==> src/rtl/jk_pkg.sv <==
// Shared mode encoding for the JK counter bank and its cells.
package jk_pkg;

  typedef enum logic [1:0] {
    MODE_JK = 2'b00,
    MODE_UP = 2'b01,
    MODE_DN = 2'b10,
    MODE_LD = 2'b11
  } jk_mode_t;

endpackage

==> src/rtl/jk_cell.sv <==
// Single JK storage bit with enable, synchronous clear and parallel load.
// Load is folded into the JK inputs as j=d, k=~d.
module jk_cell (
  input  logic clk,
  input  logic clr_n,
  input  logic rst_val,
  input  logic en,
  input  logic sclr,
  input  logic load,
  input  logic d,
  input  logic j,
  input  logic k,
  output logic q,
  output logic qbar
);

  logic j_eff;
  logic k_eff;
  logic q_next;

  always_comb begin
    j_eff  = load ? d : j;
    k_eff  = load ? ~d : k;
    q_next = q;
    case ({j_eff, k_eff})
      2'b01:   q_next = 1'b0;
      2'b10:   q_next = 1'b1;
      2'b11:   q_next = ~q;
      default: q_next = q;
    endcase
  end

  // qbar is its own register so it stays glitch-free and equal to ~q
  always_ff @(posedge clk or negedge clr_n) begin
    if (!clr_n) begin
      q    <= rst_val;
      qbar <= ~rst_val;
    end else if (en) begin
      if (sclr) begin
        q    <= 1'b0;
        qbar <= 1'b1;
      end else begin
        q    <= q_next;
        qbar <= ~q_next;
      end
    end
  end

endmodule

==> src/rtl/jk_counter_bank.sv <==
// WIDTH-bit bank of JK cells: per-bit JK, up/down toggle counting, parallel load.
// Define JK_COUNTER_SAT_EN for saturating counts instead of modular wrap.
module jk_counter_bank
  import jk_pkg::*;
#(
  parameter int unsigned      WIDTH   = 4,
  parameter logic [WIDTH-1:0] RST_VAL = '0
) (
  input  logic             clk,
  input  logic             clr_n,
  input  logic             en,
  input  logic             sclr,
  input  logic [1:0]       mode,
  input  logic [WIDTH-1:0] j,
  input  logic [WIDTH-1:0] k,
  input  logic [WIDTH-1:0] d,
  output logic [WIDTH-1:0] q,
  output logic [WIDTH-1:0] qbar,
  output logic             tc,
  output logic             wrapped
);

  jk_mode_t         mode_e;
  logic [WIDTH-1:0] carry;
  logic [WIDTH-1:0] borrow;
  logic [WIDTH-1:0] j_bit;
  logic [WIDTH-1:0] k_bit;
  logic             load;
  logic             at_limit;

  assign mode_e = jk_mode_t'(mode);

  // Toggle enables: bit i flips when all lower bits are 1 (up) or 0 (down)
  always_comb begin
    logic c;
    logic b;
    c = 1'b1;
    b = 1'b1;
    for (int unsigned i = 0; i < WIDTH; i++) begin
      carry[i]  = c;
      borrow[i] = b;
      c = c & q[i];
      b = b & ~q[i];
    end
  end

  always_comb begin
    j_bit    = j;
    k_bit    = k;
    load     = 1'b0;
    at_limit = 1'b0;
    case (mode_e)
      MODE_UP: begin
        j_bit    = carry;
        k_bit    = carry;
        at_limit = &q;
      end
      MODE_DN: begin
        j_bit    = borrow;
        k_bit    = borrow;
        at_limit = ~|q;
      end
      MODE_LD: load = 1'b1;
      default: ;
    endcase
`ifdef JK_COUNTER_SAT_EN
    // Pin the count at its limit instead of wrapping
    if (at_limit) begin
      j_bit = '0;
      k_bit = '0;
    end
`endif
  end

  for (genvar i = 0; i < WIDTH; i++) begin : g_cell
    jk_cell u_cell (
      .clk     (clk),
      .clr_n   (clr_n),
      .rst_val (RST_VAL[i]),
      .en      (en),
      .sclr    (sclr),
      .load    (load),
      .d       (d[i]),
      .j       (j_bit[i]),
      .k       (k_bit[i]),
      .q       (q[i]),
      .qbar    (qbar[i])
    );
  end

  // tc pulses on each limit edge; wrapped is sticky until sclr or reset
  always_ff @(posedge clk or negedge clr_n) begin
    if (!clr_n) begin
      tc      <= 1'b0;
      wrapped <= 1'b0;
    end else begin
      tc <= 1'b0;
      if (en) begin
        if (sclr) begin
          wrapped <= 1'b0;
        end else if (at_limit) begin
          tc      <= 1'b1;
          wrapped <= 1'b1;
        end
      end
    end
  end

endmodule

==> config.mk <==
export PLATFORM = sky130hd
export DESIGN_NAME = jk_counter_bank
export DESIGN_NICKNAME = d
export VERILOG_FILES = /design/src/rtl/jk_pkg.sv /design/src/rtl/jk_cell.sv /design/src/rtl/jk_counter_bank.sv
export SDC_FILE = /design/constraint.sdc
export NUM_CORES = 1
export LEC_CHECK = 0
export CORE_UTILIZATION = 40
export DETAILED_ROUTE_END_ITERATION = 10
export GPL_TIMING_DRIVEN = 1
export HOLD_SLACK_MARGIN = 0.03
export PLACE_DENSITY = 0.83
export SLEW_MARGIN = 20
export SYNTH_ARGS = -nofsm -noshare
export SYNTH_HDL_FRONTEND = slang
export SYNTH_SLANG_ARGS = --single-unit
==> constraint.sdc <==
create_clock -name clk -period 3.8 [get_ports clk]
set_input_delay 0.95 -clock clk [delete_from_list [all_inputs] [get_ports clk]]
set_output_delay 0.95 -clock clk [all_outputs]
set_load 0.005 [all_outputs]
==> key figures <==
Routing
  • First drt pass iteration count: 4
  • Vias per std cell: 5.41
  • 1st-iter DRT viols: 6
  • Overall routed net length: 1640 um
  • DRC errors left: 0
  • DRT antenna net count: 0
  • Via count: 655
  • Routed len/inst: 13.6 um

Setup path
  • Worst Setup End Kind: flip-flop
  • Critical-path cell list: clkdlybuf4s50_1 -> inv_1 -> ha_1 -> or4b_4 -> a22o_1 -> a311o_1 -> o21a_1
  • Max FO, Critical Path: 4
  • CP delay by family, top: compound AO/OA/AOI/OAI gates
  • Critical path buffer and inverter count: 2
  • Worst path slowest cell: or4b_4
  • Crit Path Category: input port to flip-flop
  • CP required: 3.99 ns
  • Arrival time at the worst endpoint: 2.92 ns
  • Peak per-stage delay on the critical path: 0.50 ns
  • Crit start category: input port

Clock tree
  • Clock buffer depth: 2
  • Setup Fix Bufs, Post-CTS: 0
  • Clock root buffer: clkbuf_4
  • Clock Latency Late Sink: 0.26 ns
  • # clock sinks: 10
  • CTS tree: built
  • CTS Hold Bufs: 0
  • Clk pin slew, worst setup/hold paths: 0.06 ns
  • Cts bufs inserted: 3
  • H-tree depth: 1
  • Post_cts resized: 0

Power and ir drop
  • Net Switching: 0.0000895 W
  • Int Pwr: 0.000222 W
  • Comb power frac: 0.326
  • Leak pwr: 0.384 nW
  • Sequential Power Share: 0.453
  • Sw frac: 0.288
  • Peak VDD IR: 0.228 mV
  • Power per cell area: 319 mW/mm2
  • Clock network power share: 0.221

Placed design
  • Placed Cells: 118
  • DPL Wire Length: 1290 um
  • Port Buffers: 27
  • GP Congestion: 0.744

Floorplan
  • Ports: 28
  • Die X: 44.9 um
  • Die area: 0.00202 mm2
  • Initial Util: 0.427
  • Core Rows: 15
  • Core area: 0.00173 mm2
  • Die Y: 44.9 um

Timing
  • Final TNS setup: 0 ns
  • Fin crit share: 0.717
  • Slew HR: 0.723
  • Final Max Slew Viols: 0
  • Slew at the pin with the worst max-slew slack: 0.415 ns
  • FMAX: 367 MHz
  • Fin Hold WS: 0.520 ns
  • Worst clock skew: 0.00220 ns
  • Final hold viol count: 0
  • Final setup viols: 0
  • RSZ-0062 raised after global routing: false
  • Post-layout minimum cycle time: 2.72 ns

GRT
  • Met3 Use GR: 0.0600
  • Met2 Use GR: 0.319
  • Grt peak-use layer: met2
  • Number of global-route vias before repair: 608
  • Tot GR Track Use: 0.174
  • Gr ovfl total: 0
  • GRT met1 Usage: 0.186
  • Initial antenna violation count: 0
  • Pin count of the biggest net entering global routing: 13
  • Global-route wire length before repair: 2490 um

Logic synthesis
  • Synth Area per Inst: 9.45 um2
  • Yosys warnings: 0
  • Combinational family with the most area after synthesis: compound AO/OA/AOI/OAI gates
  • Distinct cells, synth: 35
  • Net count after synthesis: 100
  • Synth Area in Compound Gates: 0.244
  • Post-Syn Area: 737 um2
  • XOR/XNOR Fraction of Synth Area: 0.0119
  • Sequential fraction of the synthesis area: 0.346
  • Multiplexer share of the synthesized area: 0.0136
  • Simple-gate share of the synthesized area: 0.166
  • Cell count after synthesis: 78
  • Synth Register Bits: 10
  • Synth Area in Adders: 0.0679

Final layout
  • Antenna diode count: 0
  • Share of cells above drive strength 1: 0.0938
  • Area growth, synth to finish: 32.6%
  • Filler cell count in the final layout: 176
  • Final Net Count: 120
  • Post-route insts no fill: 121

Hold path
  • Worst min path class: flip-flop to flip-flop

Flow run
  • Max cap viols: 0

Outcome
  • Status: finished, final reports clean
-- power by group through the flow --
stage               registers (W)  clock network (W)  logic (W)
floorplan                0.000133                  0  0.0000727
finish                   0.000141          0.0000689   0.000102
detailed placement       0.000142                  0   0.000102
CTS                      0.000141          0.0000719   0.000102
global route             0.000143          0.0000761   0.000110
global placement         0.000141                  0  0.0000981
-- routing by layer --
metal  part of all wire  wire, um
met3              0.093       153
met5                  0         0
met1               0.40       650
met4             0.0085        14
met2               0.50       825
-- layout by cell type, fill, tap and decap left out, types with 2 or more instances in the layout --
cell type	n
o21a_1	3
inv_1	7
nor3b_1	2
clkbuf_4	3
nor2b_1	3
o211ai_1	2
ha_1	4
nand3_1	3
dfrtp_1	6
a21oi_1	4
o21ai_0	4
nand2b_1	4
clkdlybuf4s50_1	27
a311o_1	2
dfstp_2	4
-- sequential cells by signal (all words and copies together), names as in the netlist --
signal / flops
g_cell.u_cell.q: 4
g_cell.u_cell.qbar: 4
tc: 1
wrapped: 1
-- worst reg2reg max path, stage by stage, from the launching register on --
cell and delay [ns]:
dfrtp_1 0.49, or4b_4 0.61, a22o_1 0.20, a311o_1 0.38
o21a_1 0.12
-- worst paths after layout --
path | start | end | slack [ns] | cells past startpoint
setup / recovery | mode[0] | g_cell[3].u_cell.qbar | 1.08 | 7
hold / removal | g_cell[0].u_cell.qbar | g_cell[0].u_cell.qbar | 0.52 | 1
setup reg to reg | g_cell[0].u_cell.q | g_cell[3].u_cell.qbar | 1.94 | 4
hold reg to reg | g_cell[0].u_cell.qbar | g_cell[0].u_cell.qbar | 0.52 | 1
max in group asynchronous | clr_n | g_cell[3].u_cell.qbar | 2.49 | 1
min in group asynchronous | clr_n | g_cell[1].u_cell.q | 0.98 | 1
-- cell type report --
type | count | area (um2) | area share
timing repair buffer | 27 | 270 | 0.277
sequential | 10 | 255 | 0.261
multi-input combinational | 49 | 372 | 0.380
tap | 25 | 31.3 | 0.0320
inverter | 7 | 26.3 | 0.0269
clock buffer | 3 | 22.5 | 0.0230
-- synthesized netlist by cell type --
cell	n	area, um2
buf_4	8	60.1
inv_1	7	26.3
dfrtp_1	6	150
a21oi_1	4	20.0
dfstp_2	4	105
ha_1	4	50.1
nand2b_1	4	25.0
o21ai_0	4	20.0
nand3_1	3	15.0
nor2b_1	3	18.8
o21a_1	3	22.5
a311o_1	2	20.0
clkbuf_1	2	7.51
nor3b_1	2	15.0
o211ai_1	2	15.0
a2111oi_2	1	15.0
a211o_1	1	8.76
a221oi_1	1	8.76
a22o_1	1	8.76
a41oi_1	1	8.76
and2_1	1	6.26
buf_2	1	5.00
buf_6	1	11.3
mux2i_1	1	10.0
nand3b_1	1	7.51
nand4_1	1	6.26
nor2_1	1	3.75
nor3_1	1	5.00
nor4_1	1	6.26
o2111ai_1	1	8.76
o211a_1	1	10.0
o21ai_1	1	5.00
o2bb2ai_1	1	8.76
or4b_4	1	13.8
xnor2_1	1	8.76
-- metrics by stage --
stage	utilization	cell area [um2]	setup slack [ns]	power, W
3_5_place_dp	0.553	955	0.840	0.000244
4_1_cts	0.566	977	1.13	0.000315
6_report	0.566	977	1.08	0.000311
5_1_grt	0.566	977	1.03	0.000330
3_3_place_gp	0.553	955	0.936	0.000239
2_1_floorplan	-	737	1.47	0.000206
-- cell families after synthesis --
| group | Yosys count |
|---|---|
| and+or+nand+nor | 19 |
| xor gates and xnor gates | 1 |
| buffers and inverters | 19 |
| adders and majority gates | 4 |
| DFF | 10 |
| AOI/OAI and AO/OA | 24 |
| muxes | 1 |
(Power assumes the default switching activity.)
